<file path="src/rtl/mgr_stu_upstream_rx.sv">
// Manager-side Stack Bus upstream receiver: valid/ready intake, message framing check,
// FWFT FIFO toward the upstream consumer, and error/message statistics.
module mgr_stu_upstream_rx #(
  parameter int DATA_W = 64,
  parameter int OOB_W  = 32,
  parameter int TYPE_W = 2,
  parameter int DEPTH  = 8
) (
  input  logic              clk,
  input  logic              reset_poweron,
  input  logic              stu__mgr__valid,
  input  logic [1:0]        stu__mgr__cntl,
  input  logic [TYPE_W-1:0] stu__mgr__type,
  input  logic [DATA_W-1:0] stu__mgr__data,
  input  logic [OOB_W-1:0]  stu__mgr__oob_data,
  output logic              mgr__stu__ready,
  output logic              rx__cons__valid,
  output logic [1:0]        rx__cons__cntl,
  output logic [TYPE_W-1:0] rx__cons__type,
  output logic [DATA_W-1:0] rx__cons__data,
  output logic [OOB_W-1:0]  rx__cons__oob_data,
  input  logic              cons__rx__ready,
  output logic              rx__sys__err,
  output logic [15:0]       rx__sys__msg_cnt,
  output logic [7:0]        rx__sys__err_cnt
);

  localparam int AW = $clog2(DEPTH);
  localparam logic [AW:0] LP_READY_MAX = (AW+1)'(DEPTH - 1);

  typedef enum logic [1:0] {
    CNTL_MOM     = 2'b00,
    CNTL_SOM     = 2'b01,
    CNTL_EOM     = 2'b10,
    CNTL_SOM_EOM = 2'b11
  } cntl_e;

  typedef enum logic {
    ST_IDLE,
    ST_IN_MSG
  } state_e;

  typedef struct packed {
    logic [1:0]        cntl;
    logic [TYPE_W-1:0] typ;
    logic [DATA_W-1:0] data;
    logic [OOB_W-1:0]  oob;
  } beat_t;

  beat_t             r_mem [DEPTH];
  logic [AW-1:0]     r_wr_ptr;
  logic [AW-1:0]     r_rd_ptr;
  logic [AW:0]       r_count;
  logic              r_ready;
  state_e            r_state;
  logic [TYPE_W-1:0] r_type_lat;
  logic              r_err;
  logic [15:0]       r_msg_cnt;
  logic [7:0]        r_err_cnt;

  beat_t             w_in;
  beat_t             w_head;
  logic              w_push;
  logic              w_pop;
  logic              w_write;
  logic              w_err;
  logic              w_msg_done;
  logic              w_latch;
  logic              w_type_mismatch;
  state_e            w_state_next;
  logic [AW:0]       w_count_next;

  assign w_in            = {stu__mgr__cntl, stu__mgr__type, stu__mgr__data, stu__mgr__oob_data};
  assign w_push          = stu__mgr__valid && r_ready;
  assign w_pop           = rx__cons__valid && cons__rx__ready;
  assign w_type_mismatch = (stu__mgr__type != r_type_lat);

  // Framing decisions apply only to accepted beats; dropped beats still handshake.
  // NOTE: every always_comb output gets a default first so no path can infer a latch.
  always_comb begin
    w_state_next = r_state;
    w_write      = 1'b0;
    w_err        = 1'b0;
    w_msg_done   = 1'b0;
    w_latch      = 1'b0;
    if (w_push) begin
      unique case (r_state)
        ST_IDLE: begin
          case (cntl_e'(stu__mgr__cntl))
            CNTL_SOM: begin
              w_write      = 1'b1;
              w_latch      = 1'b1;
              w_state_next = ST_IN_MSG;
            end
            CNTL_SOM_EOM: begin
              w_write    = 1'b1;
              w_msg_done = 1'b1;
            end
            default: w_err = 1'b1;
          endcase
        end
        ST_IN_MSG: begin
          case (cntl_e'(stu__mgr__cntl))
            CNTL_MOM: begin
              w_write = 1'b1;
              w_err   = w_type_mismatch;
            end
            CNTL_EOM: begin
              w_write      = 1'b1;
              w_err        = w_type_mismatch;
              w_msg_done   = 1'b1;
              w_state_next = ST_IDLE;
            end
            CNTL_SOM: begin
              w_write = 1'b1;
              w_err   = 1'b1;
              w_latch = 1'b1;
            end
            default: begin
              w_write      = 1'b1;
              w_err        = 1'b1;
              w_msg_done   = 1'b1;
              w_state_next = ST_IDLE;
            end
          endcase
        end
        default: w_state_next = ST_IDLE;
      endcase
    end
  end

  always_comb begin
    w_count_next = r_count;
    if (w_write && !w_pop) begin
      w_count_next = r_count + 1'b1;
    end else if (!w_write && w_pop) begin
      w_count_next = r_count - 1'b1;
    end
  end

  // NOTE: storage is deliberately not reset; r_count gates every read, so stale entries are never visible.
  always_ff @(posedge clk) begin
    if (w_write) begin
      r_mem[r_wr_ptr] <= w_in;
    end
  end

  // NOTE: sequential state uses non-blocking assignments so all registers sample the same pre-edge values.
  always_ff @(posedge clk or negedge reset_poweron) begin
    if (!reset_poweron) begin
      r_wr_ptr <= '0;
      r_rd_ptr <= '0;
      r_count  <= '0;
      r_ready  <= 1'b0;
    end else begin
      if (w_write) r_wr_ptr <= r_wr_ptr + 1'b1;
      if (w_pop)   r_rd_ptr <= r_rd_ptr + 1'b1;
      r_count <= w_count_next;
      r_ready <= (w_count_next <= LP_READY_MAX);
    end
  end

  always_ff @(posedge clk or negedge reset_poweron) begin
    if (!reset_poweron) begin
      r_state    <= ST_IDLE;
      r_type_lat <= '0;
    end else begin
      r_state <= w_state_next;
      if (w_latch) r_type_lat <= stu__mgr__type;
    end
  end

  always_ff @(posedge clk or negedge reset_poweron) begin
    if (!reset_poweron) begin
      r_err     <= 1'b0;
      r_msg_cnt <= '0;
      r_err_cnt <= '0;
    end else begin
      r_err <= w_err;
      if (w_msg_done && (r_msg_cnt != 16'hFFFF)) r_msg_cnt <= r_msg_cnt + 1'b1;
      if (w_err && (r_err_cnt != 8'hFF))         r_err_cnt <= r_err_cnt + 1'b1;
    end
  end

  assign rx__cons__valid    = (r_count != '0);
  assign w_head             = rx__cons__valid ? r_mem[r_rd_ptr] : '0;
  assign rx__cons__cntl     = w_head.cntl;
  assign rx__cons__type     = w_head.typ;
  assign rx__cons__data     = w_head.data;
  assign rx__cons__oob_data = w_head.oob;

  assign mgr__stu__ready  = r_ready;
  assign rx__sys__err     = r_err;
  assign rx__sys__msg_cnt = r_msg_cnt;
  assign rx__sys__err_cnt = r_err_cnt;

endmodule
</file>
<file path="config.mk">
export PLATFORM = sky130hd
export DESIGN_NAME = mgr_stu_upstream_rx
export DESIGN_NICKNAME = d
export VERILOG_FILES = /design/src/rtl/mgr_stu_upstream_rx.sv
export SDC_FILE = /design/constraint.sdc
export NUM_CORES = 1
export LEC_CHECK = 0
export ABC_AREA = 1
export CAP_MARGIN = 15
export CORE_MARGIN = 5
export CORE_UTILIZATION = 50
export CTS_BUF_LIST = sky130_fd_sc_hd__clkbuf_16
export DETAILED_ROUTE_END_ITERATION = 8
export HOLD_SLACK_MARGIN = 0.03
export PLACE_DENSITY = 0.8
export SLEW_MARGIN = 40
export SYNTH_ARGS = -nofsm -noshare
export SYNTH_HDL_FRONTEND = slang
export SYNTH_SLANG_ARGS = --single-unit
</file>
<file path="constraint.sdc">
create_clock -name clk -period 6.6 [get_ports clk]
set_input_delay 1.98 -clock clk [delete_from_list [all_inputs] [get_ports clk]]
set_output_delay 1.98 -clock clk [all_outputs]
set_load 0.02 [all_outputs]
</file>
==> impl_metrics.ini <==
[global_route]
antenna_found_initial = 8
grt_pass1_wl_um = 123000
grtUsageTotal_pct = 21.8
gr-total-overflow = 0
grt_pass1_vias = 22200
grt_max_degree = 210

[detailed_routing]
vias = 22100
wl_um = 80400
top_layer_used = met5
avgRoutedWirePerCell_um = 21.2
drc = 0
viasPerCell = 5.80
drtIter0Drc = 2400
met1_length_um = 31900
final_antenna_net_count = 0
wl_met2_um = 40400
dr.pass1.iters = 6
wl_met3_um = 6240

[place]
dp.final_hpwl_um = 41800
gp_congestion = 0.837
port_buffers = 230
numPlacedInstances = 3632
place_area_um2 = 36500

[cts]
cts_buffer_depth = 3
cts_tree = built
hold_buffers = 0
clk_pin_slew_ps = 50
root_buffer = clkbuf_16
cts_resized = 0
post_cts_buffers = 0
clock_sink_count = 839
cts-htree-levels = 3
cts-buffers-inserted = 85
insertion_delay_ps = 640

[floorplan]
die_w_um = 269
die_h_um = 269
row_count = 94
start_util_pct = 50.6
io_pins = 231
die_area_um2 = 72200
core_um2 = 66100

[finish]
utilization_pct = 59.7
drive_above_1_share_pct = 6.22
stdcell_count = 3800
fin_nets = 2968
area_growth_syn_to_layout_pct = 18.0
finalInstanceArea_um2 = 39500

[sta]
maxSlewHeadroom_pct = 41.6
drv_slew = 0
setup_violations = 0
tightest_slew_ps = 876
hold_viol_final = 0
rsz0062_at_grt = no
period_share_pct = 84.5
min_period_ps = 5580
skew_ps = 19.6
fmax_mhz = 179

[status]
status = completed

[synth]
avgSynthCellArea_um2 = 12.5
synth_nets = 2779
synth_area_leaders = edfxtp_1 72%, nor2_1 8.2%, o21ai_0 3.5%
yosysWarnings = 0
ys_ff_latch = 839
postSynthCellCount = 2669
synth_top_cell_by_area = edfxtp_1
syn_area_um2 = 33500
yosysUniqueCellTypes = 29
seq_area_frac_synth_pct = 74.7
synth_top_area_share_pct = 71.8

[power]
vdd_drop_max_uv = 306
leakagePower_nw = 13.5
p_per_area_nw_per_um2 = 477
total_power_mw = 18.8

[setup_path]
cp.required_ps = 4620
critPathArrivalTime_ps = 3600
cp-start-kind = flip-flop
worst_setup_path_end_kind = output port
path_class = flip-flop to output port
worstPathMaxFanout = 68

[run]
drv_cap = 0

[worst_hold_path]
min_path_type = flip-flop to flip-flop
[cell usage after synthesis]
cell type / instances
edfxtp_1: 800
nor2_1: 729
o21ai_0: 236
nand2_1: 212
o21ai_1: 180
o211ai_1: 101
o22ai_1: 100
clkbuf_1: 97
buf_2: 51
dfrtp_1: 39
inv_1: 34
nand3_1: 14
nand4_1: 13
xor2_1: 13
buf_6: 12
xnor2_1: 7
buf_4: 6
ha_1: 6
o21ai_2: 4
nor3_1: 3
a21oi_1: 2
inv_2: 2
or2_2: 2
a22oi_1: 1
buf_1: 1
buf_8: 1
nand2_2: 1
nand3_2: 1
nand3b_1: 1
[per-layer routing]
metal / vias up / GRT usage, %
met5: - / 0
met4: 2 / 8.06
met3: 137 / 4.33
met2: 951 / 37.2
met1: 11000 / 27.9
li1: 10000 / -
[cells by family (layout without fill, tap and decap cells)]
family                   Yosys count  count (layout)  share of synthesized area (%)
AND/OR/NAND/NOR                  976             976                           11.2
flip-flops                       839             839                           74.7
AO/OA/AOI/OAI                    624             624                           10.5
buffers and inverters            204             462                           2.85
XOR/XNOR                          20              20                          0.524
adder cells (fa/ha/maj)            6               6                          0.224
other                              0               9                              0
[placed cells by master, fill, tap and decap left out, types with 22 or more instances in the layout]
cell,instances
clkbuf_16,85
o21ai_0,236
edfxtp_1,800
nor2_1,721
o211ai_1,101
dfrtp_1,36
o22ai_1,100
buf_4,22
o21ai_1,180
inv_1,48
nand2_1,212
clkdlybuf4s50_1,229
clkinv_1,23
[worst max-delay path: stages (launching register included)]
cell and delay, ps:
dfrtp_4 610, buf_12 300, buf_4 620, o21ai_0 250, o22ai_1 220, nor2_1 60
nor2_1 210, clkdlybuf4s50_1 640
[registers in the layout, summed over array words and instances, names as in the netlist]
| name | cells |
|---|---|
| r_count | 4 |
| r_rd_ptr | 3 |
| r_type_lat | 2 |
| mgr__stu__ready | 1 |
| r_mem | 800 |
| rx__sys__err | 1 |
| rx__sys__msg_cnt | 16 |
| r_state | 1 |
| r_wr_ptr | 3 |
| rx__sys__err_cnt | 8 |
[power breakdown]
group | internal, mW | total (mW) | switching [mW]
clock network | 2.87 | 4.85 | 1.98
logic | 2.58 | 7.26 | 4.68
registers | 6.42 | 6.70 | 0.283
total | 11.9 | 18.8 | 6.94
[metrics by stage]
stage	TNS [ps]	hold slack (ps)	setup slack, ps
6_report	0	537	1020
5_1_grt	0	552	822
4_1_cts	0	535	691
3_5_place_dp	0	523	1390
3_3_place_gp	0	491	1260
2_1_floorplan	-268650	475	-672
[layout make-up]
type | count | area [µm²]
fillers | 4870 | 26600
well taps | 864 | 1080
flip-flops and latches | 839 | 25000
diodes | 9 | 22.5
multi-input cells | 1626 | 7580
clock buffers | 85 | 2130
repair buffers | 270 | 2790
clock inverters | 71 | 717
inverters | 36 | 149
[worst paths after layout]
| path | start | end | slack [ps] | depth (start not counted) |
|---|---|---|---|---|
| setup / recovery | r_rd_ptr[1] | rx__cons__data[23] | 1020 | 7 |
| hold / removal | r_wr_ptr[0] | r_wr_ptr[0] | 540 | 2 |
| setup reg to reg | mgr__stu__ready | r_mem[5][5] | 3410 | 7 |
| hold reg to reg | r_wr_ptr[0] | r_wr_ptr[0] | 540 | 2 |
| max in group asynchronous | reset_poweron | r_rd_ptr[0] | 4860 | 1 |
| min in group asynchronous | reset_poweron | r_state | 1320 | 1 |
(Power assumes the default switching activity.)
